[config.mk]
export PLATFORM = sky130hd
export DESIGN_NAME = axi_ram_wr_if_q
export DESIGN_NICKNAME = d
export VERILOG_FILES = /design/src/rtl/axi_ram_pkg.sv /design/src/rtl/axi_ram_sync_fifo.sv /design/src/rtl/axi_ram_wr_if_q.sv
export SDC_FILE = /design/constraint.sdc
export NUM_CORES = 1
export LEC_CHECK = 0
export ABC_AREA = 1
export CAP_MARGIN = 15
export CORE_MARGIN = 10
export CORE_UTILIZATION = 30
export DETAILED_ROUTE_END_ITERATION = 10
export PLACE_DENSITY_LB_ADDON = 0.12
export SLEW_MARGIN = 30
export SYNTH_ARGS = -nofsm -noshare
export SYNTH_HDL_FRONTEND = slang
export SYNTH_SLANG_ARGS = --single-unit
[constraint.sdc]
create_clock -name clk -period 3.8 [get_ports clk]
set_clock_uncertainty 0.15 [all_clocks]
set_input_delay 0.38 -clock clk [delete_from_list [all_inputs] [get_ports clk]]
set_output_delay 0.38 -clock clk [all_outputs]
set_load 0.005 [all_outputs]
[src/rtl/axi_ram_pkg.sv]
// Shared types for the AXI4 RAM write front-end: burst/response encodings,
// engine state and the queue entry layouts.
package axi_ram_pkg;

  localparam int ID_W_MAX   = 32;
  localparam int ADDR_W_MAX = 64;

  localparam logic [1:0] BURST_FIXED = 2'b00;
  localparam logic [1:0] BURST_INCR  = 2'b01;
  localparam logic [1:0] BURST_WRAP  = 2'b10;

  localparam logic [1:0] RESP_OKAY   = 2'b00;
  localparam logic [1:0] RESP_SLVERR = 2'b10;

  typedef enum logic {
    ST_IDLE,
    ST_BURST
  } engState_e;

  // Fields are sized for the widest supported bus; the top slices them down.
  typedef struct packed {
    logic [ID_W_MAX-1:0]   id;
    logic [ADDR_W_MAX-1:0] addr;
    logic [7:0]            len;
    logic [2:0]            size;
    logic [1:0]            burst;
  } awEntry_t;

  typedef struct packed {
    logic [ID_W_MAX-1:0] id;
    logic [1:0]          resp;
  } bEntry_t;

  function automatic logic isWrapLen(input logic [7:0] len);
    return (len == 8'd1) || (len == 8'd3) || (len == 8'd7) || (len == 8'd15);
  endfunction

endpackage

[src/rtl/axi_ram_sync_fifo.sv]
// Small synchronous FIFO with occupancy count; push is honoured when full
// only if a pop happens in the same cycle.
module axi_ram_sync_fifo #(
  parameter int WIDTH = 8,
  parameter int DEPTH = 4
) (
  input  logic                     clk,
  input  logic                     rst,
  input  logic                     push_i,
  input  logic [WIDTH-1:0]         data_i,
  input  logic                     pop_i,
  output logic [WIDTH-1:0]         data_o,
  output logic                     full_o,
  output logic                     empty_o,
  output logic [$clog2(DEPTH):0]   count_o
);

  localparam int PTR_W = $clog2(DEPTH);
  localparam int CNT_W = PTR_W + 1;

  logic [WIDTH-1:0] mem_q [DEPTH];
  logic [PTR_W-1:0] wrPtr_q, rdPtr_q;
  logic [CNT_W-1:0] count_q;
  logic             doPush, doPop;

  always_comb begin
    doPop  = pop_i && (count_q != '0);
    doPush = push_i && ((count_q != CNT_W'(DEPTH)) || doPop);
  end

  always_ff @(posedge clk) begin
    if (!rst) begin
      wrPtr_q <= '0;
      rdPtr_q <= '0;
      count_q <= '0;
    end else begin
      if (doPush) wrPtr_q <= wrPtr_q + PTR_W'(1);
      if (doPop)  rdPtr_q <= rdPtr_q + PTR_W'(1);
      count_q <= count_q + CNT_W'(doPush) - CNT_W'(doPop);
    end
  end

  always_ff @(posedge clk) begin
    if (doPush) mem_q[wrPtr_q] <= data_i;
  end

  assign data_o  = mem_q[rdPtr_q];
  assign full_o  = (count_q == CNT_W'(DEPTH));
  assign empty_o = (count_q == '0);
  assign count_o = count_q;

endmodule

[src/rtl/axi_ram_wr_if_q.sv]
// AXI4 write front-end: queues AW, walks each burst beat by beat into RAM
// write commands and queues B responses. Optional AXI_RAM_WR_RANGE_CHECK_EN.
module axi_ram_wr_if_q
  import axi_ram_pkg::*;
#(
  parameter int              DATA_WIDTH = 32,
  parameter int              ADDR_WIDTH = 16,
  parameter int              STRB_WIDTH = DATA_WIDTH / 8,
  parameter int              ID_WIDTH   = 8,
  parameter int              AW_DEPTH   = 4,
  parameter int              B_DEPTH    = 4,
  parameter longint unsigned MEM_BYTES  = 64'd1 << ADDR_WIDTH
) (
  input  logic                  clk,
  input  logic                  rst,
  input  logic [ID_WIDTH-1:0]   s_axi_awid,
  input  logic [ADDR_WIDTH-1:0] s_axi_awaddr,
  input  logic [7:0]            s_axi_awlen,
  input  logic [2:0]            s_axi_awsize,
  input  logic [1:0]            s_axi_awburst,
  input  logic                  s_axi_awvalid,
  output logic                  s_axi_awready,
  input  logic [DATA_WIDTH-1:0] s_axi_wdata,
  input  logic [STRB_WIDTH-1:0] s_axi_wstrb,
  input  logic                  s_axi_wlast,
  input  logic                  s_axi_wvalid,
  output logic                  s_axi_wready,
  output logic [ID_WIDTH-1:0]   s_axi_bid,
  output logic [1:0]            s_axi_bresp,
  output logic                  s_axi_bvalid,
  input  logic                  s_axi_bready,
  output logic [ID_WIDTH-1:0]   ram_wr_cmd_id,
  output logic [ADDR_WIDTH-1:0] ram_wr_cmd_addr,
  output logic [DATA_WIDTH-1:0] ram_wr_cmd_data,
  output logic [STRB_WIDTH-1:0] ram_wr_cmd_strb,
  output logic                  ram_wr_cmd_en,
  output logic                  ram_wr_cmd_last,
  input  logic                  ram_wr_cmd_ready
);

  localparam int SIZE_MAX = $clog2(STRB_WIDTH);
  localparam int AWC_W    = $clog2(AW_DEPTH) + 1;
  localparam int BC_W     = $clog2(B_DEPTH) + 1;

  awEntry_t            awIn, awHead;
  bEntry_t             bIn, bHead;
  logic                awPush, awPop, awFull, awEmpty;
  logic                bPush, bPop, bFull, bEmpty;
  logic [AWC_W-1:0]    awCount, awCountNext;
  logic [BC_W-1:0]     bCount;
  logic                awReady_q, awReady_d;

  engState_e           state_q;
  logic [ID_WIDTH-1:0]   id_q;
  logic [ADDR_WIDTH-1:0] addr_q, addr_d;
  logic [7:0]            count_q, len_q;
  logic [2:0]            size_q;
  logic [1:0]            burst_q;
  logic                  err_q;

  logic                  inBurst, beatFire, lastBeat, canLoad, beatErr;
  logic [ADDR_WIDTH-1:0] beatBytes, wrapMask;
  logic [2:0]            awSizeClamped;
  logic [1:0]            awBurstEff;

  // Size is clamped to the bus width and unsupported WRAP lengths degrade to INCR
  // at enqueue time, so the engine only ever sees legal burst descriptions.
  always_comb begin
    awSizeClamped = (s_axi_awsize > 3'(SIZE_MAX)) ? 3'(SIZE_MAX) : s_axi_awsize;
    awBurstEff    = s_axi_awburst;
    if (s_axi_awburst == BURST_WRAP && !isWrapLen(s_axi_awlen)) awBurstEff = BURST_INCR;
    awIn.id    = ID_W_MAX'(s_axi_awid);
    awIn.addr  = ADDR_W_MAX'(s_axi_awaddr);
    awIn.len   = s_axi_awlen;
    awIn.size  = awSizeClamped;
    awIn.burst = awBurstEff;
    awPush     = s_axi_awvalid && awReady_q && !awFull;
  end

  always_comb begin
    inBurst   = (state_q == ST_BURST);
    beatFire  = inBurst && s_axi_wvalid && ram_wr_cmd_ready;
    lastBeat  = (count_q == 8'd0);
    canLoad   = !awEmpty && ((int'(bCount) + int'(inBurst)) < B_DEPTH);
    awPop     = canLoad && (!inBurst || (beatFire && lastBeat));
    beatBytes = ADDR_WIDTH'(1) << size_q;
    wrapMask  = ((ADDR_WIDTH'(len_q) + ADDR_WIDTH'(1)) << size_q) - ADDR_WIDTH'(1);
    case (burst_q)
      BURST_FIXED: addr_d = addr_q;
      BURST_WRAP:  addr_d = (addr_q & ~wrapMask) | ((addr_q + beatBytes) & wrapMask);
      default:     addr_d = addr_q + beatBytes;
    endcase
`ifdef AXI_RAM_WR_RANGE_CHECK_EN
    beatErr = (64'(addr_q) + 64'(beatBytes)) > 64'(MEM_BYTES);
`else
    beatErr = 1'b0;
`endif
    awCountNext = awCount + AWC_W'(awPush) - AWC_W'(awPop);
    awReady_d   = (awCountNext != AWC_W'(AW_DEPTH));
    bPush       = beatFire && lastBeat;
    bPop        = !bEmpty && s_axi_bready;
    bIn.id      = ID_W_MAX'(id_q);
    bIn.resp    = (err_q || beatErr) ? RESP_SLVERR : RESP_OKAY;
  end

  // A burst's last beat may hand over straight to the next queued AW.
  always_ff @(posedge clk) begin
    if (!rst) begin
      state_q   <= ST_IDLE;
      id_q      <= '0;
      addr_q    <= '0;
      count_q   <= '0;
      len_q     <= '0;
      size_q    <= '0;
      burst_q   <= '0;
      err_q     <= 1'b0;
      awReady_q <= 1'b0;
    end else begin
      awReady_q <= awReady_d;
      if (awPop) begin
        state_q <= ST_BURST;
        id_q    <= awHead.id[ID_WIDTH-1:0];
        addr_q  <= awHead.addr[ADDR_WIDTH-1:0];
        count_q <= awHead.len;
        len_q   <= awHead.len;
        size_q  <= awHead.size;
        burst_q <= awHead.burst;
        err_q   <= 1'b0;
      end else if (beatFire) begin
        if (lastBeat) begin
          state_q <= ST_IDLE;
        end else begin
          count_q <= count_q - 8'd1;
          addr_q  <= addr_d;
          err_q   <= err_q || beatErr;
        end
      end
    end
  end

  axi_ram_sync_fifo #(.WIDTH($bits(awEntry_t)), .DEPTH(AW_DEPTH)) awFifo (
    .clk     (clk),
    .rst     (rst),
    .push_i  (awPush),
    .data_i  (awIn),
    .pop_i   (awPop),
    .data_o  (awHead),
    .full_o  (awFull),
    .empty_o (awEmpty),
    .count_o (awCount)
  );

  axi_ram_sync_fifo #(.WIDTH($bits(bEntry_t)), .DEPTH(B_DEPTH)) bFifo (
    .clk     (clk),
    .rst     (rst),
    .push_i  (bPush),
    .data_i  (bIn),
    .pop_i   (bPop),
    .data_o  (bHead),
    .full_o  (bFull),
    .empty_o (bEmpty),
    .count_o (bCount)
  );

  assign s_axi_awready   = awReady_q;
  assign s_axi_wready    = inBurst && ram_wr_cmd_ready;
  assign s_axi_bvalid    = !bEmpty;
  assign s_axi_bid       = bEmpty ? '0 : bHead.id[ID_WIDTH-1:0];
  assign s_axi_bresp     = bEmpty ? RESP_OKAY : bHead.resp;
  assign ram_wr_cmd_id   = id_q;
  assign ram_wr_cmd_addr = addr_q;
  assign ram_wr_cmd_data = s_axi_wdata;
  assign ram_wr_cmd_strb = s_axi_wstrb;
  assign ram_wr_cmd_en   = inBurst && s_axi_wvalid && !beatErr;
  assign ram_wr_cmd_last = inBurst && lastBeat;

endmodule
==> results.md <==
- Status: complete, no violations
- Number of DRC markers in iteration 0: between 500 and 600
- Global route overflow: 0
- EDFF count, synth: 180
- Crit path largest cell delay: 0.40 ns
- Clock root buffer: clkbuf_16
- IO Port Bufs: 79
- Seq cells post-synth: 245
- Post-synth top area share: between 40% and 50%
- Routability Congestion: roughly 0.79
- Layout Nets: approximately 1400
- Rel. slew slack: a little under half
- Via-to-Cell Ratio: 4.66
- Max cap viols: 0
- Global router's overall resource usage: 12.9%
- Worst VDD drop: ~0.35 mV
- Largest net degree at the start of global routing: 75
- Post-synthesis compound-gate area fraction: 12.1%
- Netlist cell types: 51
- Post-CTS setup buffer count: 0
- Asr flop ratio synth: 0%
- Total number of vias: 8587
- Reg area: 0.00671 sq mm
- Worst Path Buf+Inv: 1
- Mux contribution to synthesized area: 0%
- Layout area overhead: 16.9%
- Hold Crit Start: bFifo.rdPtr_q[1]$_SDFFE_PN0P_
- # fillers: 3978
- Fin Setup TNS: 0 ns
- Max Clk Rate: between 300 and 400 MHz
- # hold bufs at CTS: 0
- CTS tree: yes
- Arr. time, crit path: 3.41 ns
- Footprint of the multi-input gates: roughly 0.0043 sq mm
- Clock Sinks: 245
- Tcrit/Tclk final: 81.0%
- Hold Vio Cnt, Final: 0
- Starting Density: between 30% and 40%
- Clk slew on worst S/H paths: roughly 0.06 ns
- Avg Inst Size Synth: 9.41 sq um
- First-pass DRT Iterations: 5
- Vias in the first global route: 8487
- Crit end category: flip-flop
- Hold WC Path Type: reg -> reg
- Final setup violation count: 0
- Largest family of logic cells by synthesized area: simple AND/OR/NAND/NOR gates
- Top cells by count, synth: 199 x nor2_1, 184 x nand2_1, 180 x edfxtp_1
- Cells after Synth: 1261
- Critical path's slowest cell: fa_1
- First-pass GRT wire length: 48.9 mm
- Most common cell in the netlist: nor2_1
- Clk Latency, worst-skew pair: 0.54 ns
- Slew @ Worst Pin: a little over 0.8 ns
- Clock Path Buffers: 3
- CP Max Fanout: 9
- Hold endpoint: bFifo.rdPtr_q[1]$_SDFFE_PN0P_
- Worst reg2reg setup slack: between 0.7 and 0.8 ns
- # rows: 72
- Worst r2r src: size_q[2]$_SDFFE_PN0N_
- Worst Setup Start Kind: flip-flop
- DP HPWL: 20.7 mm
- Core Region: 0.0389 sq mm
- Clock period minus worst slack: 3.08 ns
- Post-synth top area cell: edfxtp_1
- Total internal power: 6.36 mW
- Fin. max-slew vios: 0
- CTS H-tree lvls: 1
- Sequential area share after synthesis: a little under three fifths
- Cell chain of the critical path: nor3_1, ha_1, inv_1, fa_1, o21ai_0, a21oi_1, nor3_1, nand2_1, nor2_1, o21ai_0, a21oi_1, nand2_1, nand2_1, nor2_1, nor2_1
- DRC violations left: 0
- Clock Power Share: 24.0%
- Worst Reg-to-Reg Cells: 15
- Final WL: 31.3 mm
- Post-synthesis xor/xnor area fraction: 0.960%
- Initial antenna violation count: 0
- Simple-gate share of the synthesized area: 19.3%
- Top FF cell, synth: edfxtp_1
- RSZ-0062 raised after global routing: no
- Worst hold path depth: 2
- Worst slack at placement: approximately 0.73 ns
- Power per cell area: approximately 770 mW/mm^2
- Area of the mapped netlist: 0.0119 sq mm
- Post-CTS Resized: 0
- Routed length per instance: 17.0 um
- N_diodes: 0
- Comb pwr share: 41.5%
- Fraction of layout cells with a size suffix above 1: 9.06%
- Sequential share of power: 34.5%
- I/O pin count: ~160
- Area contributors post-synth: edfxtp_1 46%, dfxtp_1 11%, nor2_1 6.3%, nand2_1 5.8%, o21ai_0 5.6%
- Post-DRT Antenna Nets: 0
- Final WS setup: approximately 0.72 ns
- Switch Pwr: 4.28 mW
- Adder-cell share of the synthesized area: 3.52%
- Sw Share: 40.2%
- Die Y: 219 um
- WS Path Type: reg -> reg
- Die area: 0.0479 sq mm
- CTS Buf Count: 29
- Die X: 219 um
- Worst EP required: roughly 4.1 ns
- Crit path max-delay family: simple AND/OR/NAND/NOR gates
- Yosys warns: 0
- Leak: 5.18 nW
==> state kept, by name, summed over array words and instances (netlist names), named ones only <==
name / count
awFifo.count_o: 3
awFifo.mem_q: 148
len_q: 8
bFifo.mem_q: 32
count_q: 8
awFifo.wrPtr_q: 2
inBurst: 1
bFifo.rdPtr_q: 2
bFifo.wrPtr_q: 2
awFifo.rdPtr_q: 2
bFifo.count_o: 3
size_q: 3
s_axi_awready: 1
burst_q: 2
ram_wr_cmd_id: 8
==> cell usage in the layout, fill, tap and decap left out, types with 27 or more instances in the layout <==
cell and n:
a21oi_1 62, nand2_1 184, o21ai_0 133, clkdlybuf4s50_1 79
edfxtp_1 180, nand3_1 64, inv_1 91, clkbuf_16 29
dfxtp_1 64, ha_1 27, nor2_1 195
==> area by class of cell <==
type | instances | share of cell area, %
flip-flops and latches | 245 | 48.4
inverters | 101 | 2.73
clock buffers | 42 | 5.73
repair buffers | 102 | 6.95
well taps | 518 | 4.67
clock inverters | 7 | 0.469
multi-input cells | 828 | 31.1
==> worst register-to-register path, cell delays in order, from the launching register on <==
cell     delay [ns]
dfxtp_1        0.39
nor3_1         0.24
ha_1           0.20
inv_1          0.05
fa_1           0.40
o21ai_0        0.40
a21oi_1        0.19
nor3_1         0.30
nand2_1        0.10
nor2_1         0.13
o21ai_0        0.09
a21oi_1        0.14
nand2_1        0.07
nand2_1        0.05
nor2_1         0.04
nor2_1         0.08
==> layer usage <==
layer  vias up  GRT usage (%)  wire length [um]
li1       4360              -                 -
met1      4007           17.6             15200
met2       158           20.6             14000
met3        62           1.87              1260
met4         0           4.48               799
met5         -              0                 0
==> cells by family (layout without fill, tap and decap cells) <==
| logic type | after synthesis | in the layout |
|---|---|---|
| compound gates | 262 | 262 |
| fa+ha+maj | 31 | 31 |
| xor+xnor | 13 | 13 |
| flops | 245 | 245 |
| buf+inv | 193 | 252 |
| other cells | 1 | 6 |
| simple gates | 516 | 516 |
==> metrics by stage <==
step,hold WS (ns),instances,utilization (%),cell area (sq um),power (mW)
after floorplan,0.286,1266,-,11900,6.68
after global placement,0.302,1794,33.4,13000,8.20
after detailed placement,0.306,1794,33.4,13000,8.22
after CTS,0.296,1843,35.6,13900,10.8
after global routing,0.322,1843,35.6,13900,11.5
final,0.315,1843,35.6,13900,10.6
==> how the worst max path moves through the flow <==
stage | from | cells past startpoint | slack (ns) | to
floorplan | count_q[0]$_SDFFE_PN0P_ | 16 | 0.72 | s_axi_awready$_SDFF_PN0_
CTS | flip-flop | 4 | 0.64 | s_axi_bid[7]
finish | size_q[2]$_SDFFE_PN0N_ | 15 | 0.72 | flip-flop
global placement | s_axi_wvalid | 15 | 0.77 | s_axi_awready$_SDFF_PN0_
global route | size_q[2]$_SDFFE_PN0N_ | 15 | 0.36 | flip-flop
detailed placement | s_axi_wvalid | 15 | 0.73 | s_axi_awready$_SDFF_PN0_
==> power by group through the flow <==
stage          clock [mW]  combinational [mW]  sequential (mW)
5_1_grt              2.74                5.02             3.74
4_1_cts              2.64                4.50             3.68
2_1_floorplan           0                3.08             3.60
3_5_place_dp            0                4.48             3.74
3_3_place_gp            0                4.47             3.74
6_report             2.55                4.41             3.68
No activity file was read; power rests on OpenSTA's default activity.
